<file path="src/rtl/hit_out_buffer_if.sv">
// hit_out_buffer_if: rast hit input bus, halt back-pressure and frame-buffer write bus
// Stats ports exist only when HIT_OUT_BUFFER_STATS_EN is defined.
interface hit_out_buffer_if #(
  parameter int SIGFIG = 24,
  parameter int RADIX  = 10,
  parameter int AXIS   = 3,
  parameter int COLORS = 3
);
  logic [1:0][SIGFIG-1:0]        screen_RnnnnS;
  logic [AXIS-1:0][SIGFIG-1:0]   hit_R18S;
  logic [COLORS-1:0][SIGFIG-1:0] color_R18U;
  logic                          hit_valid_R18H;
  logic                          halt_RnnnnL;
  logic                          wr_valid_R19H;
  logic                          wr_ready_R19H;
  logic [SIGFIG-RADIX-1:0]       wr_x_R19U;
  logic [SIGFIG-RADIX-1:0]       wr_y_R19U;
  logic [SIGFIG-1:0]             wr_z_R19S;
  logic [COLORS-1:0][SIGFIG-1:0] wr_color_R19U;
  logic                          overflow_R19H;
`ifdef HIT_OUT_BUFFER_STATS_EN
  logic [31:0]                   hits_in_R19U;
  logic [31:0]                   clipped_R19U;
  logic [31:0]                   dropped_R19U;
`else
`endif
  modport slave (
    input  screen_RnnnnS, hit_R18S, color_R18U, hit_valid_R18H, wr_ready_R19H,
    output halt_RnnnnL, wr_valid_R19H, wr_x_R19U, wr_y_R19U, wr_z_R19S, wr_color_R19U, overflow_R19H
`ifdef HIT_OUT_BUFFER_STATS_EN
    , hits_in_R19U, clipped_R19U, dropped_R19U
`endif
  );
  modport master (
    output screen_RnnnnS, hit_R18S, color_R18U, hit_valid_R18H, wr_ready_R19H,
    input  halt_RnnnnL, wr_valid_R19H, wr_x_R19U, wr_y_R19U, wr_z_R19S, wr_color_R19U, overflow_R19H
`ifdef HIT_OUT_BUFFER_STATS_EN
    , hits_in_R19U, clipped_R19U, dropped_R19U
`endif
  );
endinterface

</file>
<file path="src/rtl/hit_out_buffer.sv">
// hit_out_buffer: screen-clip rast hits, convert to pixel coords, queue in a FIFO and drain over valid/ready
// HIT_OUT_BUFFER_STATS_EN adds saturating hits_in/clipped/dropped counters.
module hit_out_buffer #(
  parameter int SIGFIG = 24,
  parameter int RADIX  = 10,
  parameter int AXIS   = 3,
  parameter int COLORS = 3,
  parameter int DEPTH  = 16,
  parameter int SKID   = 12
) (
  input logic             clk,
  input logic             rst,
  hit_out_buffer_if.slave bus
);
  localparam int AW = $clog2(DEPTH);
  localparam int PW = SIGFIG - RADIX;
  typedef struct packed {
    logic [PW-1:0]                 x;
    logic [PW-1:0]                 y;
    logic [SIGFIG-1:0]             z;
    logic [COLORS-1:0][SIGFIG-1:0] c;
  } entry_t;
  if (SKID >= DEPTH) begin : g_skid_chk
    $error("hit_out_buffer: SKID must be less than DEPTH");
  end
  if (DEPTH < 4 || (DEPTH & (DEPTH - 1)) != 0) begin : g_depth_chk
    $error("hit_out_buffer: DEPTH must be a power of 2 and at least 4");
  end
  entry_t                   mem [DEPTH];
  entry_t                   head;
  logic [AW-1:0]            rd_ptr, wr_ptr;
  logic [AW:0]              count, count_next;
  logic signed [SIGFIG-1:0] hx, hy;
  logic                     in_bounds, push_req, pop, push, drop;
  always_comb begin
    hx         = bus.hit_R18S[0];
    hy         = bus.hit_R18S[1];
    in_bounds  = !hx[SIGFIG-1] && !hy[SIGFIG-1] &&
                 hx < $signed(bus.screen_RnnnnS[0]) && hy < $signed(bus.screen_RnnnnS[1]);
    push_req   = bus.hit_valid_R18H && in_bounds;
    pop        = bus.wr_valid_R19H && bus.wr_ready_R19H;
    push       = push_req && (count < (AW+1)'(DEPTH) || pop);
    drop       = push_req && !push;
    count_next = count + {{AW{1'b0}}, push} - {{AW{1'b0}}, pop};
  end
  assign head              = mem[rd_ptr];
  assign bus.wr_valid_R19H = count != '0;
  assign bus.wr_x_R19U     = head.x;
  assign bus.wr_y_R19U     = head.y;
  assign bus.wr_z_R19S     = head.z;
  assign bus.wr_color_R19U = head.c;
  always_ff @(posedge clk)
    if (push) mem[wr_ptr] <= '{x: hx[SIGFIG-1:RADIX], y: hy[SIGFIG-1:RADIX], z: bus.hit_R18S[2], c: bus.color_R18U};
  // halt looks at the post-update occupancy so rast sees it in time to cover SKID more hits
  always_ff @(posedge clk)
    if (rst) begin
      rd_ptr            <= '0;
      wr_ptr            <= '0;
      count             <= '0;
      bus.halt_RnnnnL   <= 1'b1;
      bus.overflow_R19H <= 1'b0;
    end else begin
      rd_ptr            <= pop ? rd_ptr + 1'b1 : rd_ptr;
      wr_ptr            <= push ? wr_ptr + 1'b1 : wr_ptr;
      count             <= count_next;
      bus.halt_RnnnnL   <= ((AW+1)'(DEPTH) - count_next) > (AW+1)'(SKID);
      bus.overflow_R19H <= bus.overflow_R19H | drop;
    end
`ifdef HIT_OUT_BUFFER_STATS_EN
  always_ff @(posedge clk)
    if (rst) begin
      bus.hits_in_R19U <= '0;
      bus.clipped_R19U <= '0;
      bus.dropped_R19U <= '0;
    end else begin
      if (bus.hit_valid_R18H && bus.hits_in_R19U != '1) bus.hits_in_R19U <= bus.hits_in_R19U + 32'd1;
      if (bus.hit_valid_R18H && !in_bounds && bus.clipped_R19U != '1) bus.clipped_R19U <= bus.clipped_R19U + 32'd1;
      if (drop && bus.dropped_R19U != '1) bus.dropped_R19U <= bus.dropped_R19U + 32'd1;
    end
`else
`endif
endmodule
</file>
<file path="src/flat_wrapper.sv">
// flat-port wrapper written by rule: the top's interface ports become plain ports
module hit_out_buffer_flat 
#(
  parameter int SIGFIG = 24,
  parameter int RADIX  = 10,
  parameter int AXIS   = 3,
  parameter int COLORS = 3,
  parameter int DEPTH  = 16,
  parameter int SKID   = 12
)
  (clk, rst, bus_screen_RnnnnS, bus_hit_R18S, bus_color_R18U, bus_hit_valid_R18H, bus_wr_ready_R19H, bus_halt_RnnnnL, bus_wr_valid_R19H, bus_wr_x_R19U, bus_wr_y_R19U, bus_wr_z_R19S, bus_wr_color_R19U, bus_overflow_R19H);
  hit_out_buffer_if #(.SIGFIG(SIGFIG), .RADIX(RADIX), .AXIS(AXIS), .COLORS(COLORS)) bus_i ();
  input logic clk;
  input logic rst;
  input wire logic [$bits(bus_i.screen_RnnnnS)-1:0] bus_screen_RnnnnS;
  input wire logic [$bits(bus_i.hit_R18S)-1:0] bus_hit_R18S;
  input wire logic [$bits(bus_i.color_R18U)-1:0] bus_color_R18U;
  input wire logic [$bits(bus_i.hit_valid_R18H)-1:0] bus_hit_valid_R18H;
  input wire logic [$bits(bus_i.wr_ready_R19H)-1:0] bus_wr_ready_R19H;
  output wire logic [$bits(bus_i.halt_RnnnnL)-1:0] bus_halt_RnnnnL;
  output wire logic [$bits(bus_i.wr_valid_R19H)-1:0] bus_wr_valid_R19H;
  output wire logic [$bits(bus_i.wr_x_R19U)-1:0] bus_wr_x_R19U;
  output wire logic [$bits(bus_i.wr_y_R19U)-1:0] bus_wr_y_R19U;
  output wire logic [$bits(bus_i.wr_z_R19S)-1:0] bus_wr_z_R19S;
  output wire logic [$bits(bus_i.wr_color_R19U)-1:0] bus_wr_color_R19U;
  output wire logic [$bits(bus_i.overflow_R19H)-1:0] bus_overflow_R19H;
  assign bus_i.screen_RnnnnS = bus_screen_RnnnnS;
  assign bus_i.hit_R18S = bus_hit_R18S;
  assign bus_i.color_R18U = bus_color_R18U;
  assign bus_i.hit_valid_R18H = bus_hit_valid_R18H;
  assign bus_i.wr_ready_R19H = bus_wr_ready_R19H;
  assign bus_halt_RnnnnL = bus_i.halt_RnnnnL;
  assign bus_wr_valid_R19H = bus_i.wr_valid_R19H;
  assign bus_wr_x_R19U = bus_i.wr_x_R19U;
  assign bus_wr_y_R19U = bus_i.wr_y_R19U;
  assign bus_wr_z_R19S = bus_i.wr_z_R19S;
  assign bus_wr_color_R19U = bus_i.wr_color_R19U;
  assign bus_overflow_R19H = bus_i.overflow_R19H;
  hit_out_buffer #(.SIGFIG(SIGFIG), .RADIX(RADIX), .AXIS(AXIS), .COLORS(COLORS), .DEPTH(DEPTH), .SKID(SKID)) u_core (.clk(clk), .rst(rst), .bus(bus_i));
endmodule
</file>
<file path="config.mk">
export PLATFORM = sky130hd
export DESIGN_NAME = hit_out_buffer_flat
export DESIGN_NICKNAME = d
export VERILOG_FILES = /design/src/rtl/hit_out_buffer_if.sv /design/src/rtl/hit_out_buffer.sv /design/src/flat_wrapper.sv
export SDC_FILE = /design/constraint.sdc
export NUM_CORES = 1
export LEC_CHECK = 0
export CAP_MARGIN = 5
export CORE_AREA = 2 2 267 533
export CTS_BUF_LIST = sky130_fd_sc_hd__clkbuf_16
export CTS_CLUSTER_DIAMETER = 60
export DETAILED_ROUTE_END_ITERATION = 6
export DIE_AREA = 0 0 269 535
export GPL_ROUTABILITY_DRIVEN = 0
export PLACE_DENSITY = 0.73
export SYNTH_ARGS = -nofsm -noshare
export SYNTH_HDL_FRONTEND = slang
export SYNTH_SLANG_ARGS = --single-unit
</file>
<file path="constraint.sdc">
create_clock -name clk -period 24.3 [get_ports clk]
set_clock_uncertainty 0.15 [all_clocks]
set_input_delay 4.86 -clock clk [delete_from_list [all_inputs] [get_ports clk]]
set_output_delay 4.86 -clock clk [all_outputs]
set_load 0.1 [all_outputs]
</file>
After elaboration in Yosys (flattened, before gate mapping)
Memory sizes are Yosys's and may differ from the RTL's. A register that Yosys moved wholly into a read port is not among the register bits.
Cells that the tools add are included.

word-level totals
  flip-flop bits (word level) = 15
  RAM bits = 1984
  input bits = 196
  word-level logic and storage cells = 32
  memories kept = 1

memories
  name        words  width  read ports  clocked after memory_dff  wr ports  line                  text
  u_core.mem  16     124    1           1                         1         hit_out_buffer.sv:29  entry_t mem [DEPTH];

operators by class
  add/subtract/negate cells = 5
  $lt $le $gt $ge = 4
  muxes and demuxes = 4
  bitwise logic cells = 1
  reductions and logical operators = 12

operators with widths
  operator                                                                         count
  24-bit less-than comparator                                                      2
  4-bit by 1-bit adder with 4-bit output, second input constant                    2
  4-bit two-way mux                                                                2
  1-bit logical AND                                                                7
  5-bit by 1-bit adder with 5-bit output                                           1
  5-bit by 4-bit greater-than comparator with 1-bit output, second input constant  1
  5-bit less-than comparator, second input constant                                1
  5-bit nonzero test                                                               1
  5-bit by 1-bit subtractor with 5-bit output                                      1
  5-bit subtractor, first input constant                                           1
  1-bit zero test                                                                  3
  1-bit two-way mux                                                                2
  1-bit logical OR                                                                 1
  1-bit bitwise OR                                                                 1

Longest topological paths before layout
  depth after elaboration = 10
  gate-level depth with buffers = 19
  gate-level depth less buffers = 18

Least setup slack after synthesis
OpenSTA, ideal clock, no wires.

  path kind = input -> register
  start = in bus_screen_RnnnnS[34]
  end = mem u_core.mem[3][0] in the netlist's numbering (enable)
  setup time = 914 ps
  arrival time = 18276 ps
  path slack = 4960 ps
  cell stages on the path = 9
  buffers on the path = 0
  path through = inv_1 -> ha_1 -> and3_2 -> a221o_1 -> a221oi_1 -> o211ai_2 -> xnor2_2 -> nor3_4 -> nor4bb_1

between the ends
  longest elaborated chain between the ends = 6

RTL lines
  element                                  line                  text
  start, declared                          flat_wrapper.sv:15    input wire logic [$bits(bus_i.screen_RnnnnS)-1:0] bus_screen_RnnnnS;
  24-bit less-than comparator              hit_out_buffer.sv:39  hx < $signed(bus.screen_RnnnnS[0]) && hy < $signed(bus.screen_RnnnnS[1]);
  1-bit logical AND                        hit_out_buffer.sv:39
  1-bit logical AND                        hit_out_buffer.sv:40  push_req = bus.hit_valid_R18H && in_bounds;
  1-bit logical AND                        hit_out_buffer.sv:42  push = push_req && (count < (AW+1)'(DEPTH) || pop);
  1-bit two-way mux                        hit_out_buffer.sv:53  if (push) mem[wr_ptr] <= '{x: hx[SIGFIG-1:RADIX], y: hy[SIGFIG-1:RADIX], z: bus.hit_R18S[2], c: bus.color_R18U ...
  1-bit two-way mux (not written as such)  hit_out_buffer.sv:53
  end, declared                            hit_out_buffer.sv:29

Every way passes these cells.

==> flow_metrics.py <==
metrics = {
    "final_layout": {
        "fin_nets": 3671,
        "area_delta_synth_final_pct": 14.0,
        "fillers": 9050,
        "design_area_um2": 87200,
        "drive_above_1_share": 0.263,
    },
    "die": {
        "rows": 194,
        "io_pins": 323,
        "core_area_um2": 140000,
        "start_util": 0.548,
        "die_area_um2": 144000,
        "die_h_um": 535,
        "die_w_um": 269,
    },
    "clock_tree": {
        "root_buffer": "clkbuf_16",
        "cts_buffers": 170,
        "htree_levels": 4,
        "cts_buffer_depth": 4,
        "clk_latency_ns": 0.81,
        "clkTransAtPathRegs_ns": 0.07,
        "postCtsHoldBufs": 0,
        "cts_tree": "done",
        "cts_resized": 0,
        "cts_setup_buffers": 0,
        "cts_sinks": 2003,
    },
    "synthesis": {
        "syn_inst": 3020,
        "syn_area_um2": 76400,
        "async_flop_share": 0,
        "syn_area_per_cell_um2": 25.3,
        "synth-seq-cells": 2003,
        "synth.most_common_cell": "edfxtp_1",
        "ys_warn_count": 0,
        "netlist.area_leader.share": 0.779,
        "synth_ff_type": "edfxtp_1",
        "seq_area_frac_synth": 0.784,
        "synth_area_leaders": "edfxtp_1 (78%), mux4_2 (18%), ha_1 (0.93%)",
        "yosys.area.top_type": "edfxtp_1",
        "synth_common_cells": "edfxtp_1 (1984), mux4_2 (620), clkbuf_1 (82), inv_1 (59), ha_1 (57)",
        "synth_edf_count": 1984,
        "syn_nets": 3274,
        "synth_cell_types": 50,
    },
    "detailed_routing": {
        "ant_nets": 0,
        "first_pass_iters": 5,
        "drc": 0,
        "first_iter_violations": 3552,
        "totalWireLength_um": 172000,
        "vias": 34200,
        "wl_per_cell_um": 31.8,
        "viasPerCell": 6.32,
    },
    "grt": {
        "grt_pass1_wl_um": 250000,
        "antenna_found_initial": 19,
        "grt_max_degree": 162,
        "grt_pass1_vias": 36800,
        "grtUsageTotal": 0.243,
        "overflow": 0,
        "use_met3": 0.0363,
        "grt_use_met2": 0.432,
        "gr-max-usage-layer": "met2",
        "met1_usage": 0.312,
    },
    "timing": {
        "fin_crit_sh": 0.449,
        "setup_viol": 0,
        "worst_pin_slew_ns": 1.25,
        "slew_headroom": 0.164,
        "fin_ws_ns": 13.38,
        "hold_viol": 0,
        "finalSetupTns_ns": 0,
        "drv_slew": 0,
        "rsz0062_at_grt": "false",
        "post-route-min-period_ns": 10.92,
        "fmax_mhz": 91.6,
    },
    "placed_design": {
        "hpwl_um": 91300,
        "dp_slack_ns": 12.94,
        "portBuffers": 322,
        "dpl_cell_area_um2": 81900,
    },
    "worst_setup_path": {
        "cp_common_cell": "mux4_2",
        "path_class": "register to output port",
        "cpMaxStageDelayCell": "clkdlybuf4s50_1",
        "path_cells": "buf_12 -> buf_4 -> mux4_2 -> mux4_2 -> clkdlybuf4s50_1",
        "arrival_ns": 5.91,
        "worst-path-max-fanout": 122,
        "cp_data_required_time_ns": 19.29,
        "cpPeakStageDelay_ns": 1.07,
        "start_kind": "register",
        "end_kind": "output port",
    },
    "outcome": {
        "status": "finished clean",
    },
    "power_and_ir_drop": {
        "powerDensity_nw_per_um2": 97.9,
        "irDropWorstVdd_mv": 0.0833,
        "p_leak_nw": 26.6,
    },
    "flow_run": {
        "max_cap_violations": 0,
    },
    "worst_hold_path": {
        "worstHoldPathType": "register to register",
    },
}
[sequential cells by signal, indices dropped and copies added, names as in the netlist, named ones only]
signal                    cells
u_core.mem                 1984
u_core.count                  5
u_core.rd_ptr                 4
u_core.wr_ptr                 4
u_core.bus.halt_RnnnnL        1
u_core.bus.overflow_R19H      1
[final cells by class]
class | count | area, µm² | area share
Antenna cell | 6 | 15.0 | 0.000172
Multi-Input combinational cell | 814 | 15700 | 0.180
Inverter | 59 | 221 | 0.00254
Clock buffer | 174 | 4350 | 0.0500
Timing Repair Buffer | 369 | 3650 | 0.0419
Tap cell | 1862 | 2330 | 0.0267
Clock inverter | 119 | 913 | 0.0105
Sequential cell | 2003 | 60000 | 0.688
[worst max-delay path: cells and delay by family (launching register included)]
kind	cells	cell delay, ns
muxes	2	1.25
buffers and inverters	3	2.68
DFF	1	0.90
[cell families (layout without fill, tap and decap cells)]
| logic type | count (synthesis) | count (layout) | synth area share |
|---|---|---|---|
| xor gates and xnor gates | 8 | 8 | 0.00102 |
| adders and majority gates | 58 | 58 | 0.00959 |
| and+or+nand+nor | 82 | 82 | 0.00699 |
| DFF | 2003 | 2003 | 0.784 |
| muxes | 625 | 625 | 0.183 |
| AOI/OAI and AO/OA | 41 | 41 | 0.00370 |
| other | 0 | 6 | 0 |
| buffers and inverters | 203 | 721 | 0.0108 |
[stage by stage]
stage          power (mW)  cells   util  hold WS, ns
2_1_floorplan        5.50   3020      -        0.335
3_3_place_gp         5.98   5107  0.587        0.308
3_5_place_dp         6.02   5107  0.587        0.290
4_1_cts              8.62   5400  0.624        0.311
5_1_grt              8.79   5402  0.624        0.340
6_report             8.54   5406  0.625        0.314
[cells in the final DEF (no fill, tap or decap), drive strengths merged, types with 18 or more instances in the layout]
master and count:
edfxtp 1984, mux4 620, clkdlybuf4s50 322, clkbuf 174
inv 96, clkinv 62, ha 57, buf 47
dfxtp 19, nor2 18
[per-layer routing]
layer | share of wire | routed length (µm)
met1 | 0.37 | 63900
met5 | 0.00059 | 101
met2 | 0.54 | 92700
met4 | 0.026 | 4420
met3 | 0.062 | 10600
[final timing paths]
path | start | endpoint | slack, ns | cells after the start
setup / recovery | register | bus_wr_color_R19U[30] | 13.38 | 5
hold / removal | u_core.bus.overflow_R19H | u_core.bus.overflow_R19H | 0.31 | 2
setup reg to reg | u_core.count[4] | u_core.mem[4][74] | 19.82 | 6
hold reg to reg | u_core.bus.overflow_R19H | u_core.bus.overflow_R19H | 0.31 | 2
[power breakdown]
| part | internal (mW) | total (mW) | switching, mW |
|---|---|---|---|
| combinational | 0.825 | 2.07 | 1.25 |
| clock | 1.44 | 2.62 | 1.18 |
| sequential | 3.81 | 3.84 | 0.0362 |
Note: power is estimated with default switching activity, not from simulation.
